$ cat config.mk
export PLATFORM = sky130hd
export DESIGN_NAME = issue_hazard_ctrl
export DESIGN_NICKNAME = d
export VERILOG_FILES = /design/src/rtl/issue_hazard_ctrl.sv
export SDC_FILE = /design/constraint.sdc
export NUM_CORES = 1
export LEC_CHECK = 0
export BUFFER_PORTS_ARGS = -buffer_cell sky130_fd_sc_hd__buf_2
export CORE_ASPECT_RATIO = 0.9
export CORE_MARGIN = 3
export CORE_UTILIZATION = 45
export CTS_CLUSTER_SIZE = 25
export DETAILED_ROUTE_END_ITERATION = 10
export PLACE_DENSITY = 0.62
export SLEW_MARGIN = 20
export SYNTH_ARGS = -nofsm -noshare
export SYNTH_HDL_FRONTEND = slang
export SYNTH_SLANG_ARGS = --single-unit
$ cat constraint.sdc
create_clock -name clk_i -period 44.3 [get_ports clk_i]
set_input_delay 2.215 -clock clk_i [delete_from_list [all_inputs] [get_ports clk_i]]
set_output_delay 2.215 -clock clk_i [all_outputs]
set_load 0.005 [all_outputs]
$ cat src/rtl/issue_hazard_ctrl.sv
// Issue/hazard controller: per-register outstanding-write scoreboard gating decode -> ID/EX.
// Define ISSUE_WB_BYPASS_EN to let a source issue in the same cycle as its final writeback.
module issue_hazard_ctrl #(
  parameter int REG_NUM       = 32,
  parameter int REG_IDX_WIDTH = 5,
  parameter int CNT_W         = 2,
  parameter int PERF_W        = 32
) (
  input  logic                     clk_i,
  input  logic                     rst_i,
  input  logic                     dec_valid_i,
  output logic                     dec_ready_o,
  input  logic [REG_IDX_WIDTH-1:0] dec_rs1_idx_i,
  input  logic                     dec_rs1_en_i,
  input  logic [REG_IDX_WIDTH-1:0] dec_rs2_idx_i,
  input  logic                     dec_rs2_en_i,
  input  logic [REG_IDX_WIDTH-1:0] dec_rd_idx_i,
  input  logic                     dec_rd_en_i,
  input  logic                     ex_ready_i,
  output logic                     issue_valid_o,
  input  logic                     flush_i,
  input  logic                     wb_valid_i,
  input  logic [REG_IDX_WIDTH-1:0] wb_rd_idx_i,
  output logic [5:0]               busy_cnt_o,
  output logic [PERF_W-1:0]        stall_cycles_o,
  output logic                     sb_err_o
);

  localparam logic [CNT_W-1:0] CNT_MAX = '1;
  localparam logic [CNT_W-1:0] CNT_ONE = CNT_W'(1);

  logic [CNT_W-1:0]  cnt_q [REG_NUM];
  logic [CNT_W-1:0]  cnt_d [REG_NUM];
  logic [PERF_W-1:0] stall_q, stall_d;
  logic              err_q, err_d;

  logic raw1, raw2, sat, hazard, fire, wb_err;

  always_comb begin
    raw1 = dec_rs1_en_i && (dec_rs1_idx_i != '0) && (cnt_q[dec_rs1_idx_i] != '0);
    raw2 = dec_rs2_en_i && (dec_rs2_idx_i != '0) && (cnt_q[dec_rs2_idx_i] != '0);
`ifdef ISSUE_WB_BYPASS_EN
    // The register file is write-through, so the last pending write can be consumed as it retires.
    if (wb_valid_i && (wb_rd_idx_i == dec_rs1_idx_i) && (cnt_q[dec_rs1_idx_i] == CNT_ONE))
      raw1 = 1'b0;
    if (wb_valid_i && (wb_rd_idx_i == dec_rs2_idx_i) && (cnt_q[dec_rs2_idx_i] == CNT_ONE))
      raw2 = 1'b0;
`endif
    sat    = dec_rd_en_i && (dec_rd_idx_i != '0) && (cnt_q[dec_rd_idx_i] == CNT_MAX);
    hazard = raw1 || raw2 || sat;
  end

  assign issue_valid_o = dec_valid_i && !flush_i && !hazard;
  assign dec_ready_o   = (ex_ready_i && !hazard) || flush_i;
  assign fire          = issue_valid_o && ex_ready_i;
  assign wb_err        = wb_valid_i && (wb_rd_idx_i != '0) && (cnt_q[wb_rd_idx_i] == '0);

  always_comb begin
    logic inc, dec;
    cnt_d[0] = '0;
    for (int r = 1; r < REG_NUM; r++) begin
      inc = fire && dec_rd_en_i && (dec_rd_idx_i == REG_IDX_WIDTH'(r));
      dec = wb_valid_i && (wb_rd_idx_i == REG_IDX_WIDTH'(r)) && (cnt_q[r] != '0);
      cnt_d[r] = cnt_q[r];
      if (inc && !dec)
        cnt_d[r] = cnt_q[r] + CNT_ONE;
      else if (dec && !inc)
        cnt_d[r] = cnt_q[r] - CNT_ONE;
    end
  end

  always_comb begin
    stall_d = stall_q;
    if (dec_valid_i && !flush_i && hazard && (stall_q != '1))
      stall_d = stall_q + PERF_W'(1);
    err_d = err_q || wb_err;
  end

  always_ff @(posedge clk_i or posedge rst_i) begin
    if (rst_i) begin
      for (int r = 0; r < REG_NUM; r++) cnt_q[r] <= '0;
      stall_q <= '0;
      err_q   <= 1'b0;
    end else begin
      for (int r = 0; r < REG_NUM; r++) cnt_q[r] <= cnt_d[r];
      stall_q <= stall_d;
      err_q   <= err_d;
    end
  end

  always_comb begin
    busy_cnt_o = '0;
    for (int r = 1; r < REG_NUM; r++)
      if (cnt_q[r] != '0) busy_cnt_o = busy_cnt_o + 6'd1;
  end

  assign stall_cycles_o = stall_q;
  assign sb_err_o       = err_q;

endmodule

==> results.md <==
Synth:
- The average footprint of a synthesized cell is 8.73 um2.
- The post-synthesis async set-or-reset flop share is 100%.
- Counting every instance in the synthesized netlist gives 1270.
- Counting instances in the post-synthesis netlist gives the leading cell types as nor2_1, xnor2_1, nand2_1.
- Yosys mapped a number of flops with a built-in enable equal to 0.
- The number of nets in the synthesized netlist is 1360.
- Summed over its instances, the top area cell type makes up 21.4% of the synthesized netlist area.
- In this run the cell area of the synthesized design comes to between 0.01 and 0.015 mm2.
- In this run, synthesis produced a sequential element count of 95.
- Summed over all instances, the cell type with the most area after synthesis is dfrtp_1.
- By area the synthesized netlist is led by dfrtp_1, xnor2_1, xor2_1.
- In this run, distinct cell masters in the synthesized netlist total 96.
- In the post-synthesis netlist, the cell with the most instances is nor2_1.
- For this run, the number of Yosys warnings is 0.
- The most used flip-flop cell after synthesis is dfrtp_1.
- Summing the sequential cell areas from Yosys gives 21.4% of the chip area.

Global routing:
- The via count of the first global-routing pass is approximately 9k.
- Entering global routing, the biggest net connects 67 pins.
- The total global routing overflow is 0.
- Across every metal layer, demand over resource in global routing totals 22.5%.
- The initial antenna violation count is 1.
- The first global-routing pass estimated 48.4 mm of wire.

STA:
- Setup repair after global routing left no endpoint under its margin.
- Derived from the worst setup path, the maximum achievable clock frequency is 49.4 MHz.
- The total count of max-transition violations in the final report was 0.
- Adding up every negative setup slack in the final design gives 0 ps.
- The post-route clock skew is approximately 13 ps.
- The worst path uses between 40% and 50% of the clock period.
- The number of setup violations in the final report is 0.
- The relative max-transition margin is between 20 and 30%.
- The final critical-path required period is slightly above 20000 ps.
- At the pin with the least slew margin, the transition time is 1060 ps.
- The count of endpoints failing hold in the final timing report is 0.

Place:
- Input and output buffers added on the ports amount to 69.
- The final estimated routing congestion in global placement is about 0.83.
- The estimated wirelength of the detail-placed design is around 23 mm.

Die:
- The total number of placement rows is 53.
- The overall die area is 0.0266 mm2.
- The die boundary height is 155 um.
- During I/O placement, the number of pins put on the boundary was 70.
- The floorplan step defined a core boundary enclosing 0.0238 mm2.
- For this configuration, the core starts out at a cell density of 46.6%.
- From left edge to right edge, the die measures 171 um.

Clock tree:
- In this run the number of H-tree levels came out at 3.
- The clock drives 95 sinks.
- The number of buffers inserted during clock tree synthesis is 9.
- The clock transition time at the flip-flop clock pins of the worst setup and hold paths is 80 ps.
- The number of setup buffers added after CTS is 0.
- TritonCTS built the clock tree.
- The root cell of the clock tree is clkbuf_16.
- The post-cts sizing count is 0.
- The clock passes through at most 2 buffers.
- The number of hold-repair buffers added at the cts stage is 0.
- The worst-skew pair later-pin latency is roughly 360 ps.

Detailed routing:
- The number of DRC markers in iteration 0 is 760.
- In this run the remaining antenna-violating nets after routing total 0.
- The first-pass detailed-route iteration total is 5.
- In the routed design, unresolved DRC markers number 0.
- The number of vias per cell is 5.88.
- The final route contains about 9.4k vias.
- After detailed routing, the total wire length is 29.3 mm.
- In the final routed layout, each cell accounts on average for 18.3 um.

Min path:
- The cell depth of the worst min-delay path is 1.
- The path class of the tightest hold or removal check is flop to flop.

Critical path:
- The critical path's largest stage delay is between 600 and 700 ps.
- The startpoint type of the worst setup path is a flop.
- The data arrival time of the critical path is 18030 ps.
- The critical path class is flop to output pin.
- The maximum net fanout on the critical path is 9.
- Among the stages of the critical path, the cell type that occurs most often is ha_1.
- For the worst setup path, the data required time is 42080 ps.
- The length in cells of the worst reg-to-reg path is 12.
- The critical path endpoint category is an output pin.
- The largest individual stage delay along the critical path comes from the cell a2111oi_0.

Cells and area:
- The footprint of the multi-input gates is 0.00837 mm2.
- The count of filler cells inserted in the layout is 2253.
- Summing all flip-flop and latch instances after layout gives about 0.0024 mm2.
- The ratio of cells with drive above 1 in the final layout is 15.3%.
- 0 antenna diodes ended up in the layout.
- The final layout contains 1383 nets.
- The signed area change from the synthesized netlist to the final layout is 7.21%.

Job:
- Max-cap violations in this run came to 0.

Outcome:
- The run finished with clean final reports.
## layer usage
metal	GRT usage [%]	vias up	wire, um
met3	2.85	55	1640
li1	-	4550	-
met5	0	-	13
met1	32.5	4504	13600
met4	5.25	2	614
met2	36.1	294	13500
## metrics by stage
stage,area [um2],hold WS [ps],utilization [%],setup slack (ps),instances
3_3_place_gp,11600,477,48.6,25400,1584
3_5_place_dp,11600,478,48.6,24720,1584
5_1_grt,11900,506,49.9,22220,1600
2_1_floorplan,11100,451,-,26440,1270
6_report,11900,488,49.9,24060,1600
4_1_cts,11900,490,49.9,24240,1600
## area by class of cell
| type | instances | share of cell area (%) |
|---|---|---|
| clock buffers | 9 | 1.90 |
| clock inverters | 7 | 0.769 |
| inverters | 20 | 0.695 |
| multi-input cells | 1096 | 70.4 |
| flip-flops and latches | 95 | 20.0 |
| well taps | 302 | 3.18 |
| repair buffers | 71 | 3.03 |
## cell families after synthesis
family	Yosys count	share of synthesized area, %
AO/OA/AOI/OAI	205	12.9
XOR/XNOR	273	25.5
adder cells (fa/ha/maj)	63	7.07
buffers and inverters	79	3.05
flip-flops	95	21.4
multiplexers	48	7.82
AND/OR/NAND/NOR	507	22.2
## worst max-delay path: cells and delay by family, from the launching register on
| kind | cells | cell delay (ps) |
|---|---|---|
| DFF | 1 | 480 |
| buffers and inverters | 5 | 370 |
| adders and majority gates | 14 | 3990 |
| and+or+nand+nor | 23 | 3380 |
| AOI/OAI and AO/OA | 29 | 6090 |
| muxes | 4 | 950 |
| xor gates and xnor gates | 13 | 2360 |
## sequential cells by signal, indices dropped and copies added, names as in the netlist
register and flops:
cnt_q 62, sb_err_o 1, stall_cycles_o 32
## layout by cell type (no fill, tap or decap), types with 12 or more instances in the layout
cell type  Yosys  routed
o211ai_1      15      15
ha_1          61      61
nor3_1        26      26
a21oi_1       39      39
nand3_1       69      69
xor2_1       102     102
nand2b_1      18      18
mux2i_1       12      12
dfrtp_1       95      95
buf_2          8      69
inv_1         18      17
nand2_1      114     114
nor2_1       151     151
nand4_1       15      15
or2_2         30      30
o21ai_0       55      55
xnor2_1      136     136
a31oi_1       15      15
and3_1        16      16
mux4_2        29      29
## worst paths after layout
path | startpoint | to | slack (ps)
worst max-delay path | cnt_q[58] | busy_cnt_o[5] | 24060
worst min-delay path | stall_cycles_o[16] | stall_cycles_o[16] | 490
worst max register to register | cnt_q[40] | cnt_q[31] | 39860
worst min register to register | stall_cycles_o[16] | stall_cycles_o[16] | 490
max in group asynchronous | rst_i | cnt_q[36] | 41240
min in group asynchronous | rst_i | stall_cycles_o[0] | 1840
Power is left out: the tool's default activity adds up to more than one toggle a clock period on the data nets, which glitch-free logic cannot reach.
